`src/rtl/mel_log2.sv`:
```
// mel_log2: sequential fixed-point log2 of a signed 44-bit word.
// The leading one is normalised by one left shift per clock. The fraction is then
// produced one bit per clock by repeated mantissa squaring, MSB first, truncated.
// An operand of zero or below gives result 0 with zero_flag set.
module mel_log2 #(
    parameter int unsigned FRAC_BITS = 10,
    parameter int unsigned MANT_W    = 16
) (
    input  logic                    clk,
    input  logic                    rst_n,
    input  logic [43:0]             in_data,
    input  logic                    in_valid,
    output logic                    in_ready,
    output logic [6+FRAC_BITS-1:0]  log_out,
    output logic                    zero_flag,
    output logic                    out_valid,
    input  logic                    out_ready
);

    localparam int unsigned DATA_W = 44;
    localparam int unsigned X_W    = DATA_W - 1;
    localparam int unsigned EXP_W  = 6;
    localparam int unsigned LOG_W  = EXP_W + FRAC_BITS;
    localparam int unsigned SQ_W   = 2 * MANT_W;
    localparam int unsigned CNT_W  = $clog2(FRAC_BITS + 1);
    localparam int unsigned EXP_MAX = X_W - 1;

    typedef enum logic [1:0] {
        ST_IDLE,
        ST_NORM,
        ST_FRAC,
        ST_DONE
    } state_e;

    state_e             state_q, state_d;
    logic [X_W-1:0]     x_q, x_d;
    logic [EXP_W-1:0]   exp_q, exp_d;
    logic [MANT_W-1:0]  m_q, m_d;
    logic [CNT_W-1:0]   cnt_q, cnt_d;
    logic [LOG_W-1:0]   log_q, log_d;
    logic               zero_q, zero_d;
    logic               out_valid_q, out_valid_d;
    logic               in_ready_q, in_ready_d;

    // Upper MANT_W+1 bits of m*m (Q2.x); the rest are discarded by truncation.
    logic [MANT_W:0]    sq_hi_c;
    logic               frac_bit_c;
    logic [MANT_W-1:0]  m_next_c;

    // State and datapath registers.
    always_ff @(posedge clk or negedge rst_n) begin
        if (!rst_n) begin
            state_q     <= ST_IDLE;
            x_q         <= '0;
            exp_q       <= '0;
            m_q         <= '0;
            cnt_q       <= '0;
            log_q       <= '0;
            zero_q      <= 1'b0;
            out_valid_q <= 1'b0;
            in_ready_q  <= 1'b1;
        end else begin
            state_q     <= state_d;
            x_q         <= x_d;
            exp_q       <= exp_d;
            m_q         <= m_d;
            cnt_q       <= cnt_d;
            log_q       <= log_d;
            zero_q      <= zero_d;
            out_valid_q <= out_valid_d;
            in_ready_q  <= in_ready_d;
        end
    end

    // Next-state and datapath update.
    always_comb begin
        state_d     = state_q;
        x_d         = x_q;
        exp_d       = exp_q;
        m_d         = m_q;
        cnt_d       = cnt_q;
        log_d       = log_q;
        zero_d      = zero_q;
        out_valid_d = out_valid_q;
        in_ready_d  = in_ready_q;

        sq_hi_c    = (MANT_W + 1)'((SQ_W'(m_q) * SQ_W'(m_q)) >> (MANT_W - 1));
        frac_bit_c = sq_hi_c[MANT_W];
        m_next_c   = frac_bit_c ? sq_hi_c[MANT_W:1] : sq_hi_c[MANT_W-1:0];

        case (state_q)
            ST_IDLE: begin
                if (in_valid) begin
                    in_ready_d = 1'b0;
                    if (in_data[DATA_W-1] || (in_data == DATA_W'(0))) begin
                        log_d       = '0;
                        zero_d      = 1'b1;
                        out_valid_d = 1'b1;
                        state_d     = ST_DONE;
                    end else begin
                        zero_d = 1'b0;
                        exp_d  = EXP_W'(EXP_MAX);
                        if (in_data[X_W-1]) begin
                            // Already normalised: skip NORM entirely.
                            m_d     = in_data[X_W-1 -: MANT_W];
                            cnt_d   = '0;
                            log_d   = {EXP_W'(EXP_MAX), FRAC_BITS'(0)};
                            state_d = ST_FRAC;
                        end else begin
                            x_d     = in_data[X_W-1:0];
                            state_d = ST_NORM;
                        end
                    end
                end
            end
            ST_NORM: begin
                if (x_q[X_W-1]) begin
                    m_d     = x_q[X_W-1 -: MANT_W];
                    cnt_d   = '0;
                    log_d   = {exp_q, FRAC_BITS'(0)};
                    state_d = ST_FRAC;
                end else begin
                    x_d   = {x_q[X_W-2:0], 1'b0};
                    exp_d = exp_q - EXP_W'(1);
                end
            end
            ST_FRAC: begin
                m_d   = m_next_c;
                cnt_d = cnt_q + CNT_W'(1);
                log_d = {log_q[LOG_W-1:FRAC_BITS], log_q[FRAC_BITS-2:0], frac_bit_c};
                if (cnt_q == CNT_W'(FRAC_BITS - 1)) begin
                    out_valid_d = 1'b1;
                    state_d     = ST_DONE;
                end
            end
            ST_DONE: begin
                if (out_ready) begin
                    out_valid_d = 1'b0;
                    in_ready_d  = 1'b1;
                    state_d     = ST_IDLE;
                end
            end
            default: begin
                out_valid_d = 1'b0;
                in_ready_d  = 1'b1;
                state_d     = ST_IDLE;
            end
        endcase
    end

    assign in_ready  = in_ready_q;
    assign log_out   = log_q;
    assign zero_flag = zero_q;
    assign out_valid = out_valid_q;

endmodule

```
`config.mk`:
```
export PLATFORM = sky130hd
export DESIGN_NAME = mel_log2
export DESIGN_NICKNAME = d
export VERILOG_FILES = /design/src/rtl/mel_log2.sv
export SDC_FILE = /design/constraint.sdc
export NUM_CORES = 1
export LEC_CHECK = 0
export CORE_UTILIZATION = 46
export CTS_CLUSTER_DIAMETER = 60
export DETAILED_ROUTE_END_ITERATION = 16
export PLACE_DENSITY = 0.74
export SYNTH_ARGS = -nofsm -noshare
export SYNTH_HDL_FRONTEND = slang
export SYNTH_SLANG_ARGS = --single-unit
```
`constraint.sdc`:
```
create_clock -name clk -period 5.75 [get_ports clk]
set_input_delay 0.575 -clock clk [delete_from_list [all_inputs] [get_ports clk]]
set_output_delay 0.575 -clock clk [all_outputs]
set_load 0.01 [all_outputs]
```
# Yosys cells after proc, flatten, opt, wreduce, memory -nomap -nowiden

Cells that the tools add are included.

Memories: 0
Input port bits: 48
Word-level logic and storage cells: 87
Bits in latches: 0
Bits in writable memories: 0
Flip-flop bits (word level): 90
Output and inout bits: 19
Memory bits (read-only): 0

Reductions and logical operators: 17
$lt $le $gt $ge: 0
Shift-type cells: 0
Eq/ne operators: 14
Div/mod/pow operators: 0
Multipliers: 1
Bitwise gates (word level): 1
$add $sub $neg: 2
Muxes and demuxes: 41

Operators with widths:

| kind                  | count |
|---|---|
| $mux W43              | 4 |
| $mux W16              | 9 |
| $pmux W16 S3          | 2 |
| $pmux W43 S2          | 1 |
| $logic_not A44 Y1     | 1 |
| $mul A16 B16 Y32      | 1 |
| $reduce_and A5 Y1     | 4 |
| $mux W6               | 3 |
| $ne A2 B2 Y1 const B  | 9 |
| $mux W4               | 4 |
| $reduce_and A4 Y1     | 4 |
| $mux W2               | 6 |
| $pmux W4 S3           | 1 |
| $pmux W6 S2           | 1 |
| $pmux W2 S4           | 1 |
| $mux W1               | 7 |
| $reduce_bool A3 Y1    | 2 |
| $sub A6 B1 Y6 const B | 1 |
| $add A4 B1 Y4 const B | 1 |
| $eq A2 B2 Y1 const B  | 2 |
| $eq A4 B4 Y1 const B  | 1 |
| $reduce_bool A2 Y1    | 2 |
| $ne A3 B3 Y1 const B  | 1 |
| $pmux W1 S3           | 1 |
| other kinds (7)       | 7 |

# Logic depth before layout (Yosys ltp)

Word-level depth: 5
Mapped depth: 26
Gate-level depth less buffers: 22

# Least setup slack after synthesis

Ideal clock, no wire load.

Kind: reg-to-reg
Start point: reg m_q[1]
End point: reg m_q[9]
Required time: 5.668 ns
Arrival: 6.012 ns
Setup slack: -0.344 ns
Stages on the path, launching flop included: 23
Cells stage by stage: dfrtp_1 -> clkbuf_1 -> clkbuf_1 -> nand2_1 -> fa_1 -> fa_1 -> inv_1 -> fa_1 -> fa_1 -> fa_1 -> inv_1 -> fa_1 -> inv_1 -> ha_1 -> clkbuf_1 -> a21oi_1 -> o21ai_0 -> a22oi_1 -> and4_1 -> a211oi_2 -> buf_6 -> or4b_1 -> a31oi_1

Word-level cells in the longest chain between the ends: 3

RTL lines:

| item                     | line | RTL |
|---|---|---|
| start: declaration       | 38   | `logic [MANT_W-1:0] m_q, m_d;` |
| start signal: assignment | 66   | `m_q <= m_d;` |
| $mul A16 B16 Y32         | 87   | `sq_hi_c = (MANT_W + 1)'((SQ_W'(m_q) * SQ_W'(m_q)) >> (MANT_W - 1));` |
| $mux W16                 | 89   | `m_next_c = frac_bit_c ? sq_hi_c[MANT_W:1] : sq_hi_c[MANT_W-1:0];` |
| $pmux W16 S3             | 91   | `case (state_q)` |

Every way passes these cells.
A chain may end at the register's enable or synchronous reset.

# Worst setup path after layout

Start point: reg m_q[9]
End point: reg m_q[6]

The elaborated chain is that of the path after synthesis.

==> results_dict.tcl <==
set metrics [dict create \
    gp_congestion 0.9809 \
    ys_top_cells_by_area "fa_1 26%, dfrtp_1 18%, ha_1 11%, inv_1 8.5%, nand2_1 4.1%" \
    period_share_pct 108.2 \
    crit_arrival_ns 6.44 \
    worstPathRequired_ns 5.97 \
    clock_sinks 90 \
    path_class "reg2reg" \
    worst_slack_ns -0.4731 \
    io_buffers 66 \
    via_per_inst 5.644 \
    crit_path_max_fanout 12 \
    slew_violations 0 \
    setup_viol 17 \
    ioPinCount 67 \
    fin_crit_ns 6.223 \
    start_util_pct 46.71 \
    grt_max_degree 70 \
    fillers 2292 \
    clk_latency_ns 0.35 \
    hold_viol 0 \
    rsz0062_at_grt "true" \
    endpoint_kind "flip-flop" \
    ys_types 75 \
    diodes 0 \
    wl_mm 35.39 \
    drive_above_1_share_pct 20.70 \
    synth_fp_nets 1784 \
    die-area_sq_mm 0.02788 \
    synthArstFlopShare_pct 100.0 \
    synth.most_common_cell "inv_1" \
    clockBufferDepth 2 \
    tightestPinTransition_ns 1.211 \
    synth-main-ff-cell "dfrtp_1" \
    slew_headroom_pct 19.20 \
    synth_edf_count 0 \
    cts_tree "built" \
    crit_path_max_incr_delay_ns 0.53 \
    crit_path_frequent_cell "fa_1" \
    nets 2005 \
    yosysTopAreaCellShare_pct 25.74 \
    clockRootBuffer "clkbuf_16" \
    avgSynthCellArea_sq_um 8.546 \
    cts_made_buffers 9 \
    hpwl_mm 26.88 \
    grt_pass1_vias 11840 \
    outcome "complete, but fails checks" \
    die_h_um 167.0 \
    grt-ovfl-total 0 \
    antenna_found_initial 0 \
    synth.largest_area_cell "fa_1" \
    htree_levels 3 \
    fp.dieW_um 167.0 \
    yosysWarningCount 0 \
    violations "negative setup slack" \
    drc 0 \
    postLayoutCoreUtil_pct 58.95 \
    cp_slowest_cell "fa_1" \
    num_rows 60 \
    synthCells 1465 \
    core_area_sq_mm 0.02680 \
    hold_class "in2async" \
    start_kind "flip-flop" \
    drtPass1Iterations 6 \
    finClkSkew_ns 0.007605 \
    dr_total_vias 11470 \
    synthTopCellsByCount "284 x inv_1, 161 x fa_1, 138 x nand2_1" \
    drt_iter0_markers 852 \
    yosysSeqAreaShare_pct 18.00 \
    syn_area_sq_mm 0.01252 \
    area_delta_synth_final_pct 26.19 \
    cap_violations 0 \
    synth_seq_cells 90 \
    path_clk_slew_ns 0.07 \
    grtUsageTotal_pct 26.13 \
    ant_nets 0 \
    fmax_mhz 160.7 \
    grt_pass1_wl_mm 58.85 \
    wire_per_inst_um 17.41 \
]
per-stage QoR:
stage	instance area [sq um]	std cells	hold WS, ns	TNS (ns)	setup WS (ns)
finish	15800	2032	0.1227	-6.953	-0.4731
global route	15800	2032	0.1429	-9.828	-0.6281
CTS	15400	2011	0.1261	-4.756	-0.3389
detailed placement	14720	1975	0.4802	-8.111	-0.5478
global placement	14720	1975	0.4666	-5.245	-0.3880
floorplan	12680	1465	0.2794	-0.001889	-0.001889
per-layer routing:
layer / vias up / track usage, % / wire (um)
met2: 405 / 44.70 / 17400
met4: 0 / 9.461 / 1247
met5: - / 0 / 0
li1: 5335 / - / -
met1: 5628 / 33.71 / 14670
met3: 101 / 3.565 / 2063
what timing repair did:
item                                    4_1_cts  5_1_grt
buffers inserted                             19       23
endpoints found under the setup margin       17       17
pin swaps                                    26       35
cloned                                        1        2
gates resized for setup                      64       53
hold buffers                                  0        0
cell families after synthesis:
| kind of cell | synth area share (%) |
|---|---|
| buffers and inverters | 11.19 |
| flip-flops | 18.00 |
| AND/OR/NAND/NOR | 15.16 |
| AO/OA/AOI/OAI | 17.11 |
| XOR/XNOR | 1.049 |
| adder cells (fa/ha/maj) | 36.74 |
| multiplexers | 0.7496 |
layout make-up:
type                    instances  area [sq um]  share of cell area (%)
repair buffers                285          2467                   15.62
inverters                     286          1076                   6.811
clock inverters                 5         43.79                  0.2772
well taps                     341         426.7                   2.701
clock buffers                  11         242.7                   1.536
flip-flops and latches         90          2270                   14.37
multi-input cells            1014          9273                   58.69
layout by cell type, fill, tap and decap left out, types with 9 or more instances in the layout:
cell,netlist,routed
buf_4,3,198
a221oi_1,9,9
fa_2,0,12
dfrtp_2,0,13
nand2_1,138,126
o21a_1,9,9
o22ai_1,57,57
buf_6,2,12
nor2_1,52,51
fa_1,161,149
nor3_1,14,11
inv_1,284,274
nand4_1,17,17
nand3_1,48,48
nand2_2,0,11
clkbuf_16,0,11
clkdlybuf4s50_1,0,65
o21ai_0,80,72
a21oi_1,86,81
ha_4,0,11
nor4_1,19,18
inv_2,0,9
and2_1,40,32
xnor2_1,10,9
dfrtp_1,89,76
ha_1,110,99
critical path, delay by kind of cell (launching register included):
kind                     cells  cell delay (ns)
AO/OA/AOI/OAI                3             0.49
adder cells (fa/ha/maj)      7             3.07
buffers and inverters       11             1.20
flip-flops                   1             0.48
AND/OR/NAND/NOR              5             0.83
final timing paths:
check | startpoint | slack [ns] | to | cells past startpoint
max in group asynchronous | rst_n | 4.37 | m_q[8] | 2
worst max register to register | m_q[9] | -0.47 | m_q[6] | 26
worst max-delay path | m_q[9] | -0.47 | m_q[6] | 26
worst min-delay path | rst_n | 0.12 | x_q[13] | 1
worst min register to register | log_out[13] | 0.50 | log_out[13] | 2
min in group clk | log_out[13] | 0.50 | log_out[13] | 2
sequential cells by signal, indices dropped and copies added (netlist names):
signal     cells
x_q           43
log_out       16
m_q           16
exp_q          6
cnt_q          4
state_q        2
in_ready       1
out_valid      1
zero_flag      1
Power is left out: the tool's default activity adds up to more than one toggle a clock period on the data nets, which glitch-free logic cannot reach.
